## src/rtl/fma16_wb.sv

```systemverilog
// fma16_wb: FMA writeback FIFO (result/flags/tag) with sticky fflags; FMA16_WB_CANON_NAN_EN stores NaNs as 16'h7E00
module fma16_wb #(
  parameter int TAGW  = 4,
  parameter int DEPTH = 4
) (
  input  logic                     clk,
  input  logic                     reset,
  input  logic                     in_valid,
  output logic                     in_ready,
  input  logic [15:0]              in_result,
  input  logic [3:0]               in_flags,
  input  logic [TAGW-1:0]          in_tag,
  output logic                     out_valid,
  input  logic                     out_ready,
  output logic [15:0]              out_result,
  output logic [3:0]               out_flags,
  output logic [TAGW-1:0]          out_tag,
  output logic [3:0]               fflags,
  input  logic                     fflags_clr,
  output logic [$clog2(DEPTH):0]   count
);
  localparam int AW = $clog2(DEPTH);
  logic [15:0]     res_mem  [DEPTH];
  logic [3:0]      flag_mem [DEPTH];
  logic [TAGW-1:0] tag_mem  [DEPTH];
  logic [AW-1:0]   wptr, rptr;
  logic            push, pop;
  logic [15:0]     store_res;
  assign in_ready  = count != (AW+1)'(DEPTH);
  assign out_valid = count != '0;
  assign push      = in_valid & in_ready;
  assign pop       = out_valid & out_ready;
`ifdef FMA16_WB_CANON_NAN_EN
  assign store_res = (&in_result[14:10] && |in_result[9:0]) ? 16'h7E00 : in_result;
`else
  assign store_res = in_result;
`endif
  assign out_result = out_valid ? res_mem[rptr]  : '0;
  assign out_flags  = out_valid ? flag_mem[rptr] : '0;
  assign out_tag    = out_valid ? tag_mem[rptr]  : '0;
  always_ff @(posedge clk) begin
    if (reset) begin
      wptr   <= '0;
      rptr   <= '0;
      count  <= '0;
      fflags <= '0;
    end else begin
      wptr   <= wptr + AW'(push);
      rptr   <= rptr + AW'(pop);
      count  <= count + (AW+1)'(push) - (AW+1)'(pop);
      fflags <= (fflags_clr ? 4'b0 : fflags) | (push ? in_flags : 4'b0);
    end
  end
  always_ff @(posedge clk) begin
    if (push) begin
      res_mem[wptr]  <= store_res;
      flag_mem[wptr] <= in_flags;
      tag_mem[wptr]  <= in_tag;
    end
  end
endmodule

```

## config.mk

```make
export PLATFORM = sky130hd
export DESIGN_NAME = fma16_wb
export DESIGN_NICKNAME = d
export VERILOG_FILES = /design/src/rtl/fma16_wb.sv
export SDC_FILE = /design/constraint.sdc
export NUM_CORES = 1
export LEC_CHECK = 0
export CORE_MARGIN = 2
export CORE_UTILIZATION = 53
export DETAILED_ROUTE_END_ITERATION = 12
export PLACE_DENSITY_LB_ADDON = 0.25
export SLEW_MARGIN = 10
export SYNTH_ARGS = -nofsm -noshare
export SYNTH_HDL_FRONTEND = slang
export SYNTH_SLANG_ARGS = --single-unit
```

## constraint.sdc

```tcl
create_clock -name clk -period 3.6 [get_ports clk]
set_input_delay 0.9 -clock clk [delete_from_list [all_inputs] [get_ports clk]]
set_output_delay 0.9 -clock clk [all_outputs]
set_load 0.005 [all_outputs]
```

# [Word-level counts from Yosys, hierarchy flattened]
# Memory sizes are Yosys's and may differ from the RTL's. A register that Yosys moved wholly into a read port is not among the register bits.
# Cells that the tools add are included.
[classes] add_sub_neg=4 multipliers=0 n_div=0 order_cmp=0 n_eq_ne=1 shift=0 mux=10 n_bitwise=3 reduce_logical=1
[ops] cell="2-to-1 mux 16 bit" count=1
[ops] cell="2-to-1 mux 4 bit" count=4
[ops] cell="2-to-1 mux 2 bit" count=3
[ops] cell="adder 2 x 1 -> 2 bit" count=2
[ops] cell="bitwise OR 4 bit" count=1
[ops] cell="adder 3 x 1 -> 3 bit" count=1
[ops] cell="inequality test 3 bit, second input constant" count=1
[ops] cell="nonzero test 3 bit" count=1
[ops] cell="subtractor 3 x 1 -> 3 bit" count=1
[ops] cell="bitwise AND 1 bit" count=2
[ops] cell="2-to-1 mux 1 bit" count=2
[word_totals] regBits=11 latch_bits=0 ramBits=96 rom_bits=0 input_bits=29 output_inout_bits=33 wordCells=26 n_memories=3
[mem_list] name="res_mem" depth=4 word_bits=16 read_ports=1 rd_clocked_by_memory_dff=1 wr=1 line="23" source="logic [15:0] res_mem [DEPTH];"
[mem_list] name="flag_mem" depth=4 word_bits=4 read_ports=1 rd_clocked_by_memory_dff=1 wr=1 line="24" source="logic [3:0] flag_mem [DEPTH];"
[mem_list] name="tag_mem" depth=4 word_bits=4 read_ports=1 rd_clocked_by_memory_dff=1 wr=1 line="25" source="logic [TAGW-1:0] tag_mem [DEPTH];"

# [Logic depth before layout (Yosys ltp)]
# Gate-level depths: netlist (run 1).
[logic_depth] depth_word=4 ltp_mapped=10 ltp_nobuf=9

# [Worst setup path before layout (run 1)]
# Ideal clock, no wire load.
[synth_path] path_kind="input to register" from="in in_valid" to="mem flag_mem[1][0], enable pin" setup_ps=440 arrival_time_ps=2781 required_time_ps=3160 path_slack_ps=379 stages=2 path_buffers=0 cell_sequence="nand2_4 > nor3b_1"
[synth_between] elab_chain_len=3
[synth_rtl] element="from (decl)" line="8" source="input logic in_valid,"
[synth_rtl] element="bitwise AND 1 bit" line="31" source="assign push = in_valid & in_ready;"
[synth_rtl] element="2-to-1 mux 1 bit" line="55" source="if (push) begin"
[synth_rtl] element="2-to-1 mux 1 bit (implied by the code)" line="57" source="flag_mem[wptr] <= in_flags;"
[synth_rtl] element="to (decl)" line="24"
# Every way passes these cells.

==> results of run 1 <==
## power groups by stage
stage	Clock (mW)	Sequential (mW)	Combinational [mW]
floorplan	0	1.58	0.630
global placement	0	1.61	1.07
detailed placement	0	1.62	1.08
CTS	0.790	1.59	1.08
global route	0.843	1.61	1.15
finish	0.774	1.59	1.06
## synthesized netlist by cell type (2+ instances only)
| library cell | count |
|---|---|
| nand2b_1 | 4 |
| buf_12 | 2 |
| buf_2 | 5 |
| dfxtp_1 | 11 |
| ha_1 | 2 |
| nor2b_1 | 3 |
| nor2_1 | 4 |
| a21oi_1 | 4 |
| mux4_2 | 18 |
| edfxtp_1 | 96 |
| nor3b_1 | 2 |
| xor2_1 | 2 |
| mux4_1 | 6 |
| nand3_1 | 5 |
| xnor2_1 | 4 |
| and2_1 | 24 |
| clkbuf_1 | 3 |
## final timing paths
check	start	endpoint	slack [ns]	cells past startpoint
max reg2reg	count[2]$_SDFF_PP0_	count[2]$_SDFF_PP0_	1.26	9
max	rptr[0]$_SDFF_PP0_	out_result[2]	0.38	4
min reg2reg	fflags[0]$_SDFF_PP0_	fflags[0]$_SDFF_PP0_	0.47	2
min	fflags[0]$_SDFF_PP0_	fflags[0]$_SDFF_PP0_	0.47	2
## registers in the layout, summed over array words and instances, names as in the netlist
register and count:
tag_mem 16, res_mem 64, fflags 4, wptr 2
rptr 2, count 3, flag_mem 16
## kinds of logic after synthesis
logic type	Yosys count	share of synthesized area (%)
DFF	107	74.2
xor gates and xnor gates	6	1.26
AOI/OAI and AO/OA	6	0.868
adders and majority gates	3	1.08
buffers and inverters	13	2.27
muxes	24	13.5
and+or+nand+nor	47	6.85
## through the flow
stage | setup WS [ns] | cells
after floorplan | 0.379 | 206
after global placement | 0.731 | 365
after detailed placement | 0.715 | 365
after CTS | 0.330 | 381
after global routing | 0.233 | 381
final | 0.382 | 381
## area by class of cell
class | instances | area, um^2
flip-flops and latches | 107 | 3100
repair buffers | 68 | 676
multi-input cells | 86 | 998
fillers | 525 | 2560
clock buffers | 10 | 128
well taps | 102 | 128
clock inverters | 6 | 86.3
inverters | 2 | 7.51
## per-layer routing
metal,vias to the layer above,global-route usage [%],share of wire [%]
li1,949,-,-
met1,1074,23.4,43
met2,51,29.3,51
met3,9,3.74,3.6
met4,0,7.11,1.5
met5,-,0,0
## cell usage in the layout, fill, tap and decap left out, types with 2 or more instances in the layout
master	synthesis	routed
clkbuf_8	0	9
nand3_1	5	5
buf_4	0	6
nand2b_1	4	4
a21oi_1	4	4
nor3b_2	0	2
mux4_2	18	18
clkdlybuf4s50_1	0	61
nor2_1	4	4
edfxtp_1	96	96
nor2b_1	3	3
xor2_1	2	2
dfxtp_1	11	10
mux4_1	6	6
bufinv_16	0	2
xnor2_1	4	4
ha_1	2	2
inv_6	0	2
and2_1	24	24
## worst register-to-register path, delay by kind of cell (launching register included)
family / cells / cell delay, ns
XOR/XNOR: 3 / 0.44
buffers and inverters: 1 / 0.07
adder cells (fa/ha/maj): 2 / 0.58
flip-flops: 1 / 0.43
AND/OR/NAND/NOR: 3 / 0.71
==> run summary, run 1 <==
Status - finished, final reports clean
Nature of the critical path endpoint - output port
CP max stage delay - 0.56 ns
Power Density - 667 nW/um^2
Hold WS - 0.475 ns
Proportion of power drawn by the clock network - 22.6%
Placed Area - 4910 um^2
Routed Antenna Nets - 0
PortBufs - 61
Initial antenna violation count - 0
Yosys reg bits - 107
Worst path slowest cell - dfxtp_2
Leak - 1.67 nW
DP Wirelength - 4.37 mm
Sequential share of the synthesized area - 74.2%
Top-Level Pins - 62
Iter 0 DRT Violations - 106
Synth Instances - 206
RSZ-0062 raised after global routing - no
Root Buffer - clkbuf_8
Global-route wire length before repair - 11.2 mm
CTS tree - yes
Fin util - 66.7%
Core Box Area - 7690 um^2
Critical Path Source Type - flip-flop
Final nets - 306
Max_slew headroom - 66.0%
Worst Setup Path Type - flip-flop to output port
Area leader, netlist - edfxtp_1
Switching part of the total - 25.2%
Post-route cell area - 5130 um^2
Top_reg_cell synth - edfxtp_1
All-Layer GR Usage - 17.8%
Worst VDD drop - 373 uV
Largest net degree at the start of global routing - 25
Reg power frac - 46.4%
EDFF count, synth - 96
DRC - 0
Pins over their slew limit - 0
Die area - 8620 um^2
Initial Utilization - 54.4%
Synth unique cells - 28
Net Switching - 0.862 mW
Cts bufs inserted - 9
N_diodes - 0
Syn Area/Cell - 20.3 um^2
Crit path buf inv count - 2
Vias per inst - 5.47
Total number of yosys warnings - 0
Area Overhead vs Synth - 22.6%
Post_cts resized - 0
GPL Wtd Cong - 0.746
Least-Margin Pin Slew - 0.503 ns
Crit-path max FO - 16
Logic pwr share - 31.0%
Crit path cell chain - buf_12 -> mux4_1 -> and2_1 -> clkdlybuf4s50_1
Family with the most delay on the worst path - buffers and inverters
Achievable Freq - 311 MHz
Final Hold Viols - 0
Setup violators final - 0
Clock sinks - 107
Max-cap viol count - 0
Post-layout min period - 3.22 ns
Cts hold-fix bufs - 0
Die Ht - 92.8 um
Worst skew pair latency - 0.36 ns
Most area-consuming cells after synthesis - edfxtp_1 69%, mux4_2 9.7%, dfxtp_1 5.3%
Total length of routed wires - 7.00 mm
Post-synth top area share - 68.9%
Drt wl/cell - 18.4 um
Hold crit path type - flip-flop to flip-flop
Clock skew - 0.0131 ns
Clk buf depth - 2
Final total negative setup slack - 0 ns
Post-Syn Area - 4180 um^2
Setup bufs post-CTS - 0
Final period utilization - 89.4%
Layout cells sized above 1 - 16.1%
Worst Path Arrival - 2.32 ns
Mapped Nets - 238
Cell Int Power - 2.56 mW
Row Count - 32
Clock Pin Slew Worst Setup and Hold Paths - 0.09 ns
Die Width - 92.8 um
Number of detailed-route iterations in the first pass - 4
Power after layout - 3.42 mW
CTS HTree Levels - 3
Total grt overflow - 0
Vias - 2083
Async set-reset flop share out of synthesis - 0%
Vias in the first global route - 2120
CP Data Required Time - 2.70 ns
Note: power is estimated with default switching activity, not from simulation.
==> run 2, diff against run 1 <==
--- a/config.mk
+++ b/config.mk
@@ -5,6 +5,7 @@
 export SDC_FILE = /design/constraint.sdc
 export NUM_CORES = 1
 export LEC_CHECK = 0
+export CORE_ASPECT_RATIO = 0.5
 export CORE_MARGIN = 2
 export CORE_UTILIZATION = 53
 export DETAILED_ROUTE_END_ITERATION = 12
==> run summary, run 2 (synthesis gave the netlist of run 1 again) <==
Status - finished, final reports clean
Critical Path Source Type - flip-flop
Total grt overflow - 0
R2R Path Start - count[2]$_SDFF_PP0_
Grt met1 use - 25.1%
Vias per inst - 5.41
CTS tree - yes
Critical path startpoint - rptr[0]$_SDFF_PP0_
Worst Setup Path Type - flip-flop to output port
Hold crit path type - flip-flop to flip-flop
DP Wirelength - 4.90 mm
Fin util - 69.5%
Root Buffer - clkbuf_16
Max FFs per register - 64
Setup violators final - 0
Nature of the critical path endpoint - output port
Reg with most FFs - res_mem
Biggest regs - res_mem x64, flag_mem x16, tag_mem x16
Vias - 2101
RSZ-0062 raised after global routing - no
Area Overhead vs Synth - 24.4%
Die Width - 130 um
Final nets - 307
Max_slew headroom - 67.2%
PortBufs - 61
Row Count - 22
Initial Utilization - 55.8%
Setup bufs post-CTS - 0
Max-cap viol count - 0
Initial antenna violation count - 0
Post-layout min period - 3.20 ns
Met3 Use GR - 6.18%
Most frequent cells in the layout - 96 x edfxtp_1, 61 x clkdlybuf4s50_1, 24 x and2_1, 18 x mux4_2, 10 x dfxtp_1
Worst Path Arrival - 2.30 ns
Die area - 8660 um^2
Family with the most delay on the worst path - buffers and inverters
CP max stage delay - 0.59 ns
Leak - 1.69 nW
Global-route wire length before repair - 11.6 mm
Crit path cell chain - buf_12 -> mux4_2 -> and2_1 -> clkdlybuf4s50_1
Vias in the first global route - 2188
Grt peak-use layer - met2
Worst VDD drop - 306 uV
Die Ht - 66.8 um
Largest net degree at the start of global routing - 25
Routed Antenna Nets - 0
Number of detailed-route iterations in the first pass - 6
CP Data Required Time - 2.70 ns
Leading cell type in the layout, fill and taps excluded - edfxtp_1
Layout cells sized above 1 - 16.1%
Crit path buf inv count - 2
Worst skew pair latency - 0.34 ns
Cts bufs inserted - 9
Core Box Area - 7490 um^2
CTS HTree Levels - 3
Cts hold-fix bufs - 0
Clock skew - 0.00674 ns
Drt wl/cell - 19.1 um
Clk buf depth - 2
DRC - 0
Final total negative setup slack - 0 ns
GPL Wtd Cong - 0.728
Top-Level Pins - 62
Worst path slowest cell - dfxtp_2
Crit-path max FO - 16
Total length of routed wires - 7.41 mm
Min-delay src - fflags[3]$_SDFF_PP0_
Met2 usage - 31.1%
Iter 0 DRT Violations - 146
Achievable Freq - 312 MHz
Pins over their slew limit - 0
Post_cts resized - 0
Clock sinks - 107
Final period utilization - 89.0%
Least-Margin Pin Slew - 0.491 ns
All-Layer GR Usage - 19.0%
Clock Pin Slew Worst Setup and Hold Paths - 0.07 ns
Final Hold Viols - 0
Power Density - 677 nW/um^2
N_diodes - 0
[run 2: cell type report]
cell class | count | area [um^2]
sequential | 107 | 3100
tap | 108 | 135
fill | 498 | 2280
timing repair buffer | 69 | 696
multi-input combinational | 86 | 998
inverter | 2 | 7.51
clock buffer | 10 | 229
clock inverter | 6 | 32.5
[run 2: per-layer routing]
metal | share of wire, % | wire length, um
met1 | 44 | 3250
met2 | 51 | 3770
met3 | 4.6 | 340
met4 | 0.70 | 52
met5 | 0 | 0
[run 2: tightest hold or removal path, stage by stage, from the launching register on]
cell and delay [ns]:
dfxtp_1 0.31, nand2b_1 0.07, a21oi_1 0.05
[run 2: per-stage QoR]
step,instance area [um^2],power [mW],hold WS (ns),worst slack (ns),cells
2_1_floorplan,4180,2.21,0.461,0.379,206
3_3_place_gp,4940,2.67,0.456,0.750,372
3_5_place_dp,4940,2.71,0.469,0.684,372
4_1_cts,5200,3.57,0.480,0.367,388
5_1_grt,5200,3.70,0.488,0.290,388
6_report,5200,3.52,0.477,0.396,388
[run 2: path summary, 6_finish.rpt]
check / end / slack (ns) / cells after the start
hold reg to reg: fflags[3]$_SDFF_PP0_ / 0.48 / 2
setup / recovery: out_flags[2] / 0.40 / 4
hold / removal: fflags[3]$_SDFF_PP0_ / 0.48 / 2
setup reg to reg: count[2]$_SDFF_PP0_ / 1.21 / 9
[run 2: report_power, final]
part | internal (mW) | total, mW | switching [mW]
clock network | 0.462 | 0.864 | 0.403
registers | 1.51 | 1.59 | 0.0848
logic | 0.661 | 1.06 | 0.404
total | 2.63 | 3.52 | 0.891
